## src/rtl/ex_operand_stage.sv

```systemverilog
// ID/EX pipeline register with EX/MEM and MEM/WB operand forwarding for the ALU.
// Optional load-use bubble insertion is enabled by defining LOADUSE_STALL_EN.
module ex_operand_stage #(
  parameter int unsigned DW = 32,
  parameter int unsigned RW = 5
) (
  input  logic          clk,
  input  logic          reset_n,
  input  logic          stall,
  input  logic          flush,
  input  logic          id_valid,
  input  logic [DW-1:0] id_rd1,
  input  logic [DW-1:0] id_rd2,
  input  logic [DW-1:0] id_signimm,
  input  logic [RW-1:0] id_rs,
  input  logic [RW-1:0] id_rt,
  input  logic [RW-1:0] id_rd,
  input  logic [2:0]    id_alucont,
  input  logic          id_alusrc,
  input  logic          id_regdst,
  input  logic          id_regwrite,
  input  logic          id_memtoreg,
  input  logic          id_memwrite,
  input  logic          mem_regwrite,
  input  logic [RW-1:0] mem_writereg,
  input  logic [DW-1:0] mem_aluout,
  input  logic          wb_regwrite,
  input  logic [RW-1:0] wb_writereg,
  input  logic [DW-1:0] wb_result,
  output logic          ex_valid,
  output logic [DW-1:0] alu_a,
  output logic [DW-1:0] alu_b,
  output logic [2:0]    alu_cont,
  output logic [DW-1:0] ex_writedata,
  output logic [RW-1:0] ex_writereg,
  output logic          ex_regwrite,
  output logic          ex_memtoreg,
  output logic          ex_memwrite,
  output logic [1:0]    fwd_a,
  output logic [1:0]    fwd_b,
  output logic          load_use_stall
);

  localparam logic [1:0] FwdReg = 2'b00;
  localparam logic [1:0] FwdWb  = 2'b01;
  localparam logic [1:0] FwdMem = 2'b10;

  logic          valid_q,    valid_d;
  logic [DW-1:0] rd1_q,      rd1_d;
  logic [DW-1:0] rd2_q,      rd2_d;
  logic [DW-1:0] signimm_q,  signimm_d;
  logic [RW-1:0] rs_q,       rs_d;
  logic [RW-1:0] rt_q,       rt_d;
  logic [RW-1:0] rd_q,       rd_d;
  logic [2:0]    alucont_q,  alucont_d;
  logic          alusrc_q,   alusrc_d;
  logic          regdst_q,   regdst_d;
  logic          regwrite_q, regwrite_d;
  logic          memtoreg_q, memtoreg_d;
  logic          memwrite_q, memwrite_d;
  logic          bubble;

`ifdef LOADUSE_STALL_EN
  // Loaded value is not available until MEM/WB, so a dependent instruction must wait a cycle.
  assign load_use_stall = valid_q && memtoreg_q && id_valid && (ex_writereg != '0) &&
                          ((ex_writereg == id_rs) || (ex_writereg == id_rt));
  assign bubble = flush | load_use_stall;
`else
  assign load_use_stall = 1'b0;
  assign bubble = flush;
`endif

  always_comb begin
    valid_d    = valid_q;
    rd1_d      = rd1_q;
    rd2_d      = rd2_q;
    signimm_d  = signimm_q;
    rs_d       = rs_q;
    rt_d       = rt_q;
    rd_d       = rd_q;
    alucont_d  = alucont_q;
    alusrc_d   = alusrc_q;
    regdst_d   = regdst_q;
    regwrite_d = regwrite_q;
    memtoreg_d = memtoreg_q;
    memwrite_d = memwrite_q;
    if (bubble) begin
      valid_d    = 1'b0;
      rd1_d      = '0;
      rd2_d      = '0;
      signimm_d  = '0;
      rs_d       = '0;
      rt_d       = '0;
      rd_d       = '0;
      alucont_d  = '0;
      alusrc_d   = 1'b0;
      regdst_d   = 1'b0;
      regwrite_d = 1'b0;
      memtoreg_d = 1'b0;
      memwrite_d = 1'b0;
    end else if (!stall) begin
      valid_d    = id_valid;
      rd1_d      = id_rd1;
      rd2_d      = id_rd2;
      signimm_d  = id_signimm;
      rs_d       = id_rs;
      rt_d       = id_rt;
      rd_d       = id_rd;
      alucont_d  = id_alucont;
      alusrc_d   = id_alusrc;
      regdst_d   = id_regdst;
      regwrite_d = id_regwrite;
      memtoreg_d = id_memtoreg;
      memwrite_d = id_memwrite;
    end
  end

  always_ff @(posedge clk or negedge reset_n) begin
    if (!reset_n) begin
      valid_q    <= 1'b0;
      rd1_q      <= '0;
      rd2_q      <= '0;
      signimm_q  <= '0;
      rs_q       <= '0;
      rt_q       <= '0;
      rd_q       <= '0;
      alucont_q  <= '0;
      alusrc_q   <= 1'b0;
      regdst_q   <= 1'b0;
      regwrite_q <= 1'b0;
      memtoreg_q <= 1'b0;
      memwrite_q <= 1'b0;
    end else begin
      valid_q    <= valid_d;
      rd1_q      <= rd1_d;
      rd2_q      <= rd2_d;
      signimm_q  <= signimm_d;
      rs_q       <= rs_d;
      rt_q       <= rt_d;
      rd_q       <= rd_d;
      alucont_q  <= alucont_d;
      alusrc_q   <= alusrc_d;
      regdst_q   <= regdst_d;
      regwrite_q <= regwrite_d;
      memtoreg_q <= memtoreg_d;
      memwrite_q <= memwrite_d;
    end
  end

  // MEM is checked first: it holds the younger producer when both stages match.
  always_comb begin
    fwd_a = FwdReg;
    if (valid_q && mem_regwrite && (mem_writereg != '0) && (mem_writereg == rs_q)) begin
      fwd_a = FwdMem;
    end else if (valid_q && wb_regwrite && (wb_writereg != '0) && (wb_writereg == rs_q)) begin
      fwd_a = FwdWb;
    end
    fwd_b = FwdReg;
    if (valid_q && mem_regwrite && (mem_writereg != '0) && (mem_writereg == rt_q)) begin
      fwd_b = FwdMem;
    end else if (valid_q && wb_regwrite && (wb_writereg != '0) && (wb_writereg == rt_q)) begin
      fwd_b = FwdWb;
    end
  end

  always_comb begin
    unique case (fwd_a)
      FwdMem:  alu_a = mem_aluout;
      FwdWb:   alu_a = wb_result;
      default: alu_a = rd1_q;
    endcase
    unique case (fwd_b)
      FwdMem:  ex_writedata = mem_aluout;
      FwdWb:   ex_writedata = wb_result;
      default: ex_writedata = rd2_q;
    endcase
  end

  assign alu_b       = alusrc_q ? signimm_q : ex_writedata;
  assign ex_writereg = regdst_q ? rd_q : rt_q;
  assign ex_valid    = valid_q;
  assign alu_cont    = alucont_q;
  assign ex_regwrite = regwrite_q;
  assign ex_memtoreg = memtoreg_q;
  assign ex_memwrite = memwrite_q;

endmodule

```

## config.mk

```make
export PLATFORM = sky130hd
export DESIGN_NAME = ex_operand_stage
export DESIGN_NICKNAME = d
export VERILOG_FILES = /design/src/rtl/ex_operand_stage.sv
export SDC_FILE = /design/constraint.sdc
export NUM_CORES = 1
export LEC_CHECK = 0
export CORE_UTILIZATION = 47
export CTS_CLUSTER_DIAMETER = 120
export CTS_CLUSTER_SIZE = 10
export DETAILED_ROUTE_END_ITERATION = 6
export DONT_BUFFER_PORTS = 1
export PLACE_DENSITY = 0.74
export SYNTH_ARGS = -nofsm -noshare
export SYNTH_HDL_FRONTEND = slang
export SYNTH_SLANG_ARGS = --single-unit
```

## constraint.sdc

```tcl
create_clock -name clk -period 2.3 [get_ports clk]
set_clock_uncertainty 0.15 [all_clocks]
set_input_delay 0.345 -clock clk [delete_from_list [all_inputs] [get_ports clk]]
set_output_delay 0.345 -clock clk [all_outputs]
set_load 0.005 [all_outputs]
```

==> metrics.cfg, run 1 <==
[die]
start_util_pct = 48.05
die_x_um = 129.4
top_level_ports = 313
rows = 46
die_y_um = 129.4

[synthesis]
synth_seq_cells = 120
postSynthAreaPerCell_sq_um = 10.37
synth-edff-count = 0
yosys_warnings = 0
synth_top_flop_cell = dfrtp_1
synth_cell_type_count = 33
synthCells = 736
synth_nets = 936
yosysSeqAreaShare_pct = 39.34
async_flop_share_pct = 100.0
synth.cell_area_sq_mm = 0.007632

[clock_tree]
postCtsHoldBufs = 205
cts_resized = 180
htreeDepth = 4
cts_root_buf = clkbuf_16
cts_setup_buffers = 16
clock_sinks = 120
clockBufferDepth = 2
cts_buffers = 17

[placement]
pre_cts_slack_ps = -273.4
place_congestion = 0.8642
dp.final_hpwl_um = 17140
port_buffers = 0

[outcome]
failing_step = 4_1_cts
error = [ERROR RSZ-0060] Max buffer count reached.
status = stopped before the end

-- Yosys cell counts (3+ instances only) --
master	n	area share [%]
buf_4	3	0.30
xor2_1	9	1.0
o31ai_1	12	1.2
buf_2	10	0.66
xnor2_1	11	1.3
mux2i_1	152	20
a21oi_1	32	2.1
o31ai_2	20	3.3
clkbuf_1	45	2.2
buf_1	11	0.54
a31oi_1	3	0.25
nand4_1	33	2.7
a31oi_2	9	1.5
nor3_1	33	2.2
a31oi_4	20	5.6
mux2_2	37	5.5
dfrtp_1	120	39
nor2_1	153	7.5
-- stage by stage --
stage                     cell area [sq um]  instances
after floorplan                        7926        736
after global placement                 8673        963
after detailed placement               8673        963
-- cells by family after synthesis --
group	after synthesis	share of synthesized area (%)
compound gates	100	14.61
xor+xnor	20	2.295
buf+inv	75	4.623
flops	120	39.34
mux	189	25.39
other cells	1	0.04913
simple gates	231	13.69
==> run 2: changes to the inputs <==
==> config.mk (replaced) <==
export PLATFORM = sky130hd
export DESIGN_NAME = ex_operand_stage
export DESIGN_NICKNAME = d
export VERILOG_FILES = /design/src/rtl/ex_operand_stage.sv
export SDC_FILE = /design/constraint.sdc
export NUM_CORES = 1
export LEC_CHECK = 0
export CORE_UTILIZATION = 32
export DETAILED_ROUTE_END_ITERATION = 6
export DONT_BUFFER_PORTS = 1
export PLACE_DENSITY_LB_ADDON = 0.15
export SYNTH_ARGS = -nofsm -noshare
export SYNTH_HDL_FRONTEND = slang
export SYNTH_SLANG_ARGS = --single-unit
==> constraint.sdc (replaced) <==
create_clock -name clk -period 3 [get_ports clk]
set_clock_uncertainty 0.15 [all_clocks]
set_input_delay 0.45 -clock clk [delete_from_list [all_inputs] [get_ports clk]]
set_output_delay 0.45 -clock clk [all_outputs]
set_load 0.005 [all_outputs]
==> metrics.cfg, run 2 <==
[setup_path]
endpoint_kind = primary output
path_max_fanout = 8
startpoint_type = flip-flop
arrival_ps = 2370
worst-setup-path-type = reg2out
critPathRequiredTime_ps = 2400

[pwr]
p_seq_share_pct = 38.6
power_frac_comb_pct = 15.6
clkPwrFrac_pct = 45.8
vdd_drop_max_mv = 0.2881
switching_power_w = 0.001300
leakage_nw = 3.992
p_sw_share_pct = 27.93
p_int_w = 0.003355
power_density_mw_per_mm2 = 488.1

[synthesis]
synth-edff-count = 0  ; unchanged
synth-compound-area-share_pct = 14.61  ; unchanged
synth_area_leader_cell = dfrtp_1  ; unchanged
postSynthAreaPerCell_sq_um = 10.37  ; unchanged
yosysSeqAreaShare_pct = 39.34  ; unchanged
synth_top_family_by_area = multiplexers  ; unchanged
synth_seq_cells = 120  ; unchanged
synth.area.top_cells = dfrtp_1 39%, mux2i_1 20%, nor2_1 7.5%  ; unchanged
synth.top_cells.by_count = 153 x nor2_1, 152 x mux2i_1, 120 x dfrtp_1  ; unchanged
synth_top_flop_cell = dfrtp_1  ; unchanged
yosysMostFrequentCell = nor2_1  ; unchanged
synthMuxAreaShare_pct = 25.39  ; unchanged
yosys_warnings = 0  ; unchanged
synth.cell_area_sq_mm = 0.007632  ; unchanged
synthCells = 736  ; unchanged
synth_nets = 936  ; unchanged
netlist.area_leader.share_pct = 39.34  ; unchanged
synth_adder_area_share_pct = 0  ; unchanged
yosys.area_share.simple_pct = 13.69  ; unchanged
synth_xor_area_share_pct = 2.295  ; unchanged
synth_cell_type_count = 33  ; unchanged
async_flop_share_pct = 100.0  ; unchanged

[placement]
dp.final_hpwl_um = 18370  ; was 17,140 um
dp.cells = 1040  ; was 963
port_buffers = 0  ; unchanged
place_congestion = 0.8616  ; was 0.8642

[finish]
fin_cells = 1085
multi_input_area_sq_mm = 0.004788
seq_area_sq_mm = 0.003008
reg_top3 = rd1_q x32, rd2_q x32, signimm_q x32
fin_nets = 953
final_layout_size_suffix_gt1_share_pct = 30.42
area_delta_synth_final_pct = 24.98
final_cell_mix = 152 x mux2i_1, 152 x nor2_1, 116 x dfrtp_1
diodes = 0
n_fill_cell = 2298

[timing]
fin_crit_sh_pct = 98.98
rsz0062_at_grt = true
period_needed_ps = 2969
maxSlewViolCount = 0
finalSetupViolCount = 0
max_freq_mhz = 336.8
hold_viol = 120
slew_headroom_pct = 61.71
tightest_slew_ps = 574.3
hold_slack_ps = -416.8

[clock_tree]
htreeDepth = 4  ; unchanged
cts_root_buf = clkbuf_16  ; unchanged
clock_sinks = 120  ; unchanged
cts_buffers = 17  ; unchanged
cts_tree = yes
postCtsHoldBufs = 1  ; was 205
clockBufferDepth = 2  ; unchanged
insertion_delay_ps = 410
clk_pin_slew_ps = 60

[outcome]
status = finished with violations  ; was stopped before the end
violations = hold timing

[global_route]
grt_pass1_wl_um = 38320
grt_max_degree = 121
antenna_found_initial = 0
overflow = 0
track_usage_pct = 21.32
grt_pass1_vias = 6217

[detailed_routing]
drtAntennaViolNets = 0
drtIter0Drc = 241
wl_per_cell_um = 24.80
drcViolationCount = 0
num_vias = 5938
wirelength_um = 26900
drt_pass1_iterations = 7
via_per_inst = 5.473

[die]
die_area_sq_mm = 0.02447
start_util_pct = 32.61  ; was 48.05%
top_level_ports = 313  ; unchanged
die_y_um = 156.4  ; was 129.4 um
rows = 56  ; was 46
die_x_um = 156.4  ; was 129.4 um
core_area_sq_mm = 0.02340

[worst_hold_path]
hold_path_class = in2async

[job]
cap_violations = 0

-- run 2: worst paths after layout --
path	end	slack, ps	startpoint	cells past startpoint
hold / removal	signimm_q[18]	-420	reset_n	0
setup reg to reg	alusrc_q	1760	alusrc_q	2
max in group asynchronous	rd2_q[4]	2810	reset_n	0
min in group clk	rd1_q[31]	40	id_rd1[31]	2
hold reg to reg	rd_q[1]	380	rd_q[1]	2
setup / recovery	alu_b[1]	30	rt_q[0]	6
-- run 2: cell families after synthesis --
| kind of cell | after synthesis |
|---|---|
| buffers and inverters | 75 |
| DFF | 120 |
| other | 1 |
| and+or+nand+nor | 231 |
| muxes | 189 |
| xor gates and xnor gates | 20 |
| AOI/OAI and AO/OA | 100 |
-- run 2: critical path, stage by stage, from the launching register on --
cell and delay [ps]:
dfrtp_1 410, xor2_2 160, or3_4 490, clkbuf_16 230, o31ai_2 230, a31oi_1 140
mux2_2 300
-- run 2: per-layer routing --
metal  wire [um]  vias up  global-route usage [%]
met4         619        0                   8.170
li1            -     2682                       -
met2       13300      265                   36.18
met5           0        -                       0
met3        1995       38                   6.591
met1       10990     2953                   25.10
-- run 2: power groups by stage --
stage,clock (W),combinational [W],sequential [W]
final,0.00213,0.000728,0.00180
after global routing,0.00226,0.000782,0.00180
after CTS,0.00219,0.000663,0.00179
after detailed placement,0,0.000572,0.00181
after global placement,0,0.000562,0.00181
after floorplan,0,0.000474,0.00178
-- run 2: through the flow --
step	cell area, sq um	setup TNS (ps)	util, %	total power [W]	setup slack (ps)
floorplan	7632	0	-	0.002254	408.5
global placement	8215	0	35.10	0.002372	154.4
detailed placement	8215	0	35.10	0.002385	111.6
CTS	9155	0	39.12	0.004643	2.891
global route	9539	-1103	40.76	0.004844	-86.48
finish	9539	0	40.76	0.004656	30.62
-- run 2: area by class of cell --
class	instances	share of cell area, %
Multi-Input combinational cell	541	50.20
Inverter	2	0.07870
Timing Repair Buffer	71	7.634
Sequential cell	120	31.53
Clock buffer	20	4.892
Clock inverter	12	1.482
Tap cell	319	4.184
-- run 2: what timing repair did --
action                     in CTS  in global routing
cloned                          1                  3
buffers inserted                4                  4
hold endpoints to repair      240                120
pin swaps                       4                 46
setup endpoints to repair      81                 38
gates resized for setup        39                 48
(Power assumes the default switching activity.)
==> run 3: changes to the inputs <==
--- a/config.mk
+++ b/config.mk
@@ -8,7 +8,7 @@
 export CORE_UTILIZATION = 32
 export DETAILED_ROUTE_END_ITERATION = 6
 export DONT_BUFFER_PORTS = 1
-export PLACE_DENSITY_LB_ADDON = 0.15
+export SKIP_LAST_GASP = 1
 export SYNTH_ARGS = -nofsm -noshare
 export SYNTH_HDL_FRONTEND = slang
 export SYNTH_SLANG_ARGS = --single-unit
==> metrics.cfg, run 3 (synthesis gave the netlist of run 2 again) <==
[global_route]
antenna_found_initial = 0  ; unchanged
grt_pass1_wl_um = 37720  ; was 38,320 um
overflow = 0  ; unchanged
track_usage_pct = 20.83  ; was 21.32%
grt_pass1_vias = 6145  ; was 6,217
grt_max_degree = 121  ; unchanged

[finish]
area_delta_synth_final_pct = 21.13  ; was 24.98%
fin_nets = 949  ; was 953
final_cell_mix = 152 x mux2i_1, 152 x nor2_1, 115 x dfrtp_1  ; was 152 x mux2i_1, 152 x nor2_1, 116 x dfrtp_1
reg_top3 = rd1_q x32, rd2_q x32, signimm_q x32  ; unchanged
final_layout_size_suffix_gt1_share_pct = 28.74  ; was 30.42%
diodes = 0  ; unchanged

[timing]
hold_slack_ps = -414.7  ; was -416.8 ps
slew_headroom_pct = 55.48  ; was 61.71%
finalSetupViolCount = 0  ; unchanged
tightest_slew_ps = 667.8  ; was 574.3 ps
fin_crit_sh_pct = 98.66  ; was 98.98%
hold_viol = 120  ; unchanged
rsz0062_at_grt = true  ; unchanged
period_needed_ps = 2960  ; was 2969 ps
maxSlewViolCount = 0  ; unchanged
max_freq_mhz = 337.9  ; was 336.8 MHz
worst_slack_ps = 40.11  ; was 30.62 ps

[placement]
pre_cts_slack_ps = 195.5  ; was 111.6 ps
dp.final_hpwl_um = 17630  ; was 18,370 um
place_congestion = 0.7753  ; was 0.8616
port_buffers = 0  ; unchanged

[setup_path]
arrival_ps = 2360  ; was 2370 ps
endpoint_kind = primary output  ; unchanged
cp_slowest_cell = or3_4  ; unchanged
path_max_fanout = 16  ; was 8
worst-setup-path-type = reg2out  ; unchanged
crit_chain = xor2_1, or3_4, buf_12, o31ai_2, buf_4, a31oi_2, mux2_2  ; was xor2_2, or3_4, clkbuf_16, o31ai_2, a31oi_1, mux2_2
max_stage_delay_ps = 440  ; was 490 ps
critPathTopFamily = simple AND/OR/NAND/NOR gates  ; unchanged
crit_buf_inv = 2  ; was 1
critPathRequiredTime_ps = 2400  ; about the same
r2r_slack_ps = 1700  ; was 1760 ps
startpoint_type = flip-flop  ; unchanged

[outcome]
violations = hold timing  ; unchanged
status = finished with violations  ; unchanged

[pwr]
power_density_mw_per_mm2 = 500.8  ; was 488.1 mW/mm^2
vdd_drop_max_mv = 0.3066  ; was 0.2881 mV
power_w = 0.004630  ; was 0.004656 W
leakage_nw = 3.923  ; was 3.992 nW

[job]
cap_violations = 0  ; unchanged

[detailed_routing]
wirelength_um = 25560  ; was 26,900 um
via_per_inst = 5.387  ; was 5.473
num_vias = 5823  ; was 5,938
drtIter0Drc = 299  ; was 241
drt_pass1_iterations = 4  ; was 7
drcViolationCount = 0  ; unchanged
wl_per_cell_um = 23.65  ; was 24.80 um
drtAntennaViolNets = 0  ; unchanged

[clock_tree]
cts_root_buf = clkbuf_16  ; unchanged
htreeDepth = 4  ; unchanged
postCtsHoldBufs = 1  ; unchanged
cts_buffers = 17  ; unchanged
clk_pin_slew_ps = 60  ; about the same
insertion_delay_ps = 410  ; about the same
cts_tree = yes  ; unchanged
clockBufferDepth = 2  ; unchanged
clock_sinks = 120  ; unchanged

[die]
die_y_um = 156.4  ; unchanged
die_x_um = 156.4  ; unchanged
rows = 56  ; unchanged
core_area_sq_mm = 0.02340  ; unchanged
top_level_ports = 313  ; unchanged
start_util_pct = 32.61  ; unchanged
die_area_sq_mm = 0.02447  ; unchanged

[worst_hold_path]
hold_path_class = in2async  ; unchanged

==> run 3: repair_timing <==
action                                  CTS  global route
endpoints found under the hold margin   240           120
resized for setup                        39            15
buffers inserted                          4             3
endpoints found under the setup margin   92            33
pin swaps                                 1             4
==> run 3: where the power goes <==
part           internal [W]  total [W]  switching, W
clock               0.00139    0.00217      0.000783
sequential          0.00171    0.00178     0.0000724
combinational      0.000316   0.000674      0.000358
==> run 3: metal layers <==
| metal | track usage, % | routed length, um | vias up |
|---|---|---|---|
| met2 | 35.78 | 12670 | 274 |
| li1 | - | - | 2675 |
| met1 | 24.20 | 10110 | 2840 |
| met5 | 0 | 0 | - |
| met3 | 6.868 | 2223 | 34 |
| met4 | 7.143 | 566 | 0 |
==> run 3: cell type report <==
cell class              instances  area, sq um
fillers                      2328        14160
clock buffers                  20        436.7
well taps                     319        399.1
repair buffers                 67        676.9
clock inverters                12        176.4
inverters                       2        7.507
multi-input cells             541         4539
flip-flops and latches        120         3009
==> run 3: stage by stage <==
stage / hold WS, ps / setup TNS (ps) / util, % / area, sq um / cells
global placement: 7.218 / 0 / 35.30 / 8260 / 1041
global route: -449.8 / -356.1 / 39.50 / 9245 / 1081
floorplan: 4.409 / 0 / - / 7632 / 736
detailed placement: 7.338 / 0 / 35.30 / 8260 / 1041
CTS: -448.4 / 0 / 39.08 / 9145 / 1078
finish: -414.7 / 0 / 39.50 / 9245 / 1081
==> run 3: worst reg2reg max path, stage by stage (launching register included) <==
cell	delay (ps)
dfrtp_2	330
buf_4	480
mux2i_1	160
nor2_1	110
==> run 3: worst paths after layout <==
check	from	depth (start not counted)	endpoint
worst min-delay path	reset_n	0	signimm_q[14]
min in group clk	id_rd2[9]	2	rd2_q[9]
max in group asynchronous	reset_n	0	rt_q[0]
worst min register to register	signimm_q[1]	2	signimm_q[1]
worst max register to register	alusrc_q	3	alusrc_q
worst max-delay path	rt_q[1]	7	alu_b[29]
==> run 4: changes to the inputs <==
--- a/config.mk
+++ b/config.mk
@@ -5,7 +5,7 @@
 export SDC_FILE = /design/constraint.sdc
 export NUM_CORES = 1
 export LEC_CHECK = 0
-export CORE_UTILIZATION = 32
+export CORE_UTILIZATION = 47
 export DETAILED_ROUTE_END_ITERATION = 6
 export DONT_BUFFER_PORTS = 1
 export SKIP_LAST_GASP = 1
==> metrics.cfg, run 4 (synthesis gave the netlist of run 2 again) <==
[pwr]
power_w = 0.004644  ; was 0.004630 W
vdd_drop_max_mv = 0.3711  ; was 0.3066 mV
leakage_nw = 3.932  ; was 3.923 nW
power_density_mw_per_mm2 = 507.5  ; was 500.8 mW/mm^2

[die]
die_x_um = 129.4  ; was 156.4 um
start_util_pct = 48.05  ; was 32.61%
die_y_um = 129.4  ; was 156.4 um
core_area_sq_mm = 0.01589  ; was 0.02340 sq mm
top_level_ports = 313  ; unchanged
die_area_sq_mm = 0.01675  ; was 0.02447 sq mm
rows = 46  ; was 56

[timing]
fin_crit_sh_pct = 99.46  ; was 98.66%
slew_headroom_pct = 40.72  ; was 55.48%
maxSlewViolCount = 0  ; unchanged
finalSetupViolCount = 0  ; unchanged
rsz0062_at_grt = true  ; unchanged
hold_slack_ps = -421.3  ; was -414.7 ps
max_freq_mhz = 335.2  ; was 337.9 MHz
setup_tns_ps = 0  ; unchanged
tightest_slew_ps = 889.2  ; was 667.8 ps
period_needed_ps = 2984  ; was 2960 ps
hold_viol = 120  ; unchanged

[worst_hold_path]
hold_path_class = in2async  ; unchanged

[global_route]
antenna_found_initial = 0  ; unchanged
grt_pass1_vias = 6138  ; was 6,145
track_usage_pct = 28.90  ; was 20.83%
grt_max_degree = 121  ; unchanged
grt_pass1_wl_um = 35650  ; was 37,720 um
overflow = 0  ; unchanged

[clock_tree]
cts_tree = yes  ; unchanged
clock_sinks = 120  ; unchanged
clk_pin_slew_ps = 50  ; was 60 ps
htreeDepth = 4  ; unchanged
cts_root_buf = clkbuf_16  ; unchanged
cts_buffers = 17  ; unchanged
clockBufferDepth = 2  ; unchanged
insertion_delay_ps = 410  ; about the same
postCtsHoldBufs = 1  ; unchanged

[setup_path]
endpoint_kind = primary output  ; unchanged
arrival_ps = 2380  ; was 2360 ps
critPathRequiredTime_ps = 2400  ; about the same
startpoint_type = flip-flop  ; unchanged
worst-setup-path-type = reg2out  ; unchanged
path_max_fanout = 17  ; was 16

[detailed_routing]
drtIter0Drc = 407  ; was 299
drt_pass1_iterations = 5  ; was 4
wl_per_cell_um = 25.51  ; was 23.65 um
drtAntennaViolNets = 0  ; unchanged
drcViolationCount = 0  ; unchanged
via_per_inst = 6.126  ; was 5.387
wirelength_um = 24820  ; was 25,560 um
num_vias = 5961  ; was 5,823

[placement]
dp.cells = 932  ; was 1,041
dp.final_hpwl_um = 16240  ; was 17,630 um
place_congestion = 0.9403  ; was 0.7753
port_buffers = 0  ; unchanged

[outcome]
status = finished with violations  ; unchanged
violations = hold timing  ; unchanged

[finish]
fin_nets = 944  ; was 949
utilization_pct = 57.61  ; was 39.50%
diodes = 0  ; unchanged
fin_cells = 973  ; was 1,081
reg_top3 = rd1_q x32, rd2_q x32, signimm_q x32  ; unchanged
final_layout_size_suffix_gt1_share_pct = 28.93  ; was 28.74%
area_delta_synth_final_pct = 19.90  ; was 21.13%
final_cell_mix = 152 x mux2i_1, 152 x nor2_1, 116 x dfrtp_1  ; was 152 x mux2i_1, 152 x nor2_1, 115 x dfrtp_1

[job]
cap_violations = 0  ; unchanged

-- run 4: repair_timing --
action / CTS / global route
buffers inserted: 5 / 0
hold endpoints to repair: 240 / 120
gates resized for setup: 12 / 39
gates cloned: 2 / 1
pin swaps: 2 / 5
setup endpoints to repair: 95 / 34
-- run 4: final cells by class --
cell class	instances	area (sq um)
sequential	120	3008
clock inverter	8	142.6
inverter	2	7.507
tap	216	270.3
fill	1382	6734
timing repair buffer	62	668.1
multi-input combinational	541	4573
clock buffer	24	481.7
-- run 4: path summary, 6_finish.rpt --
check	from	endpoint	slack (ps)	depth (start not counted)
setup / recovery	rt_q[1]	alu_b[0]	20	6
hold / removal	reset_n	signimm_q[15]	-420	0
setup reg to reg	alusrc_q	alusrc_q	1530	2
hold reg to reg	rd_q[2]	rd_q[2]	370	2
max in group asynchronous	reset_n	rt_q[3]	2940	0
min in group clk	id_signimm[10]	signimm_q[10]	40	2
-- run 4: critical path, stage by stage (launching register included) --
cell     delay [ps]
dfrtp_2         410
xor2_1          170
or3_4           450
buf_12          210
o31ai_2         260
a31oi_2         160
mux2_2          300
-- run 4: through the flow --
stage	cell area [sq um]	hold WS, ps	setup slack, ps
after floorplan	7632	4.409	408.5
after global placement	8074	7.289	160.7
after detailed placement	8074	7.016	68.93
after CTS	8886	-440.1	-24.00
after global routing	9151	-441.1	-51.45
final	9151	-421.3	16.26
-- run 4: power breakdown --
part	switching, W	leakage [nW]	total (W)	internal (W)
clock network	0.000738	0.304	0.00219	0.00145
logic	0.000349	2.04	0.000660	0.000310
registers	0.0000815	1.59	0.00179	0.00171
-- run 4: routing by layer --
| metal | up-vias | part of all wire, % | global-route usage (%) |
|---|---|---|---|
| met1 | 2975 | 40 | 33.61 |
| met5 | - | 0 | 0 |
| met4 | 0 | 2.7 | 12.18 |
| li1 | 2665 | - | - |
| met2 | 273 | 50 | 50.25 |
| met3 | 48 | 7.7 | 7.803 |
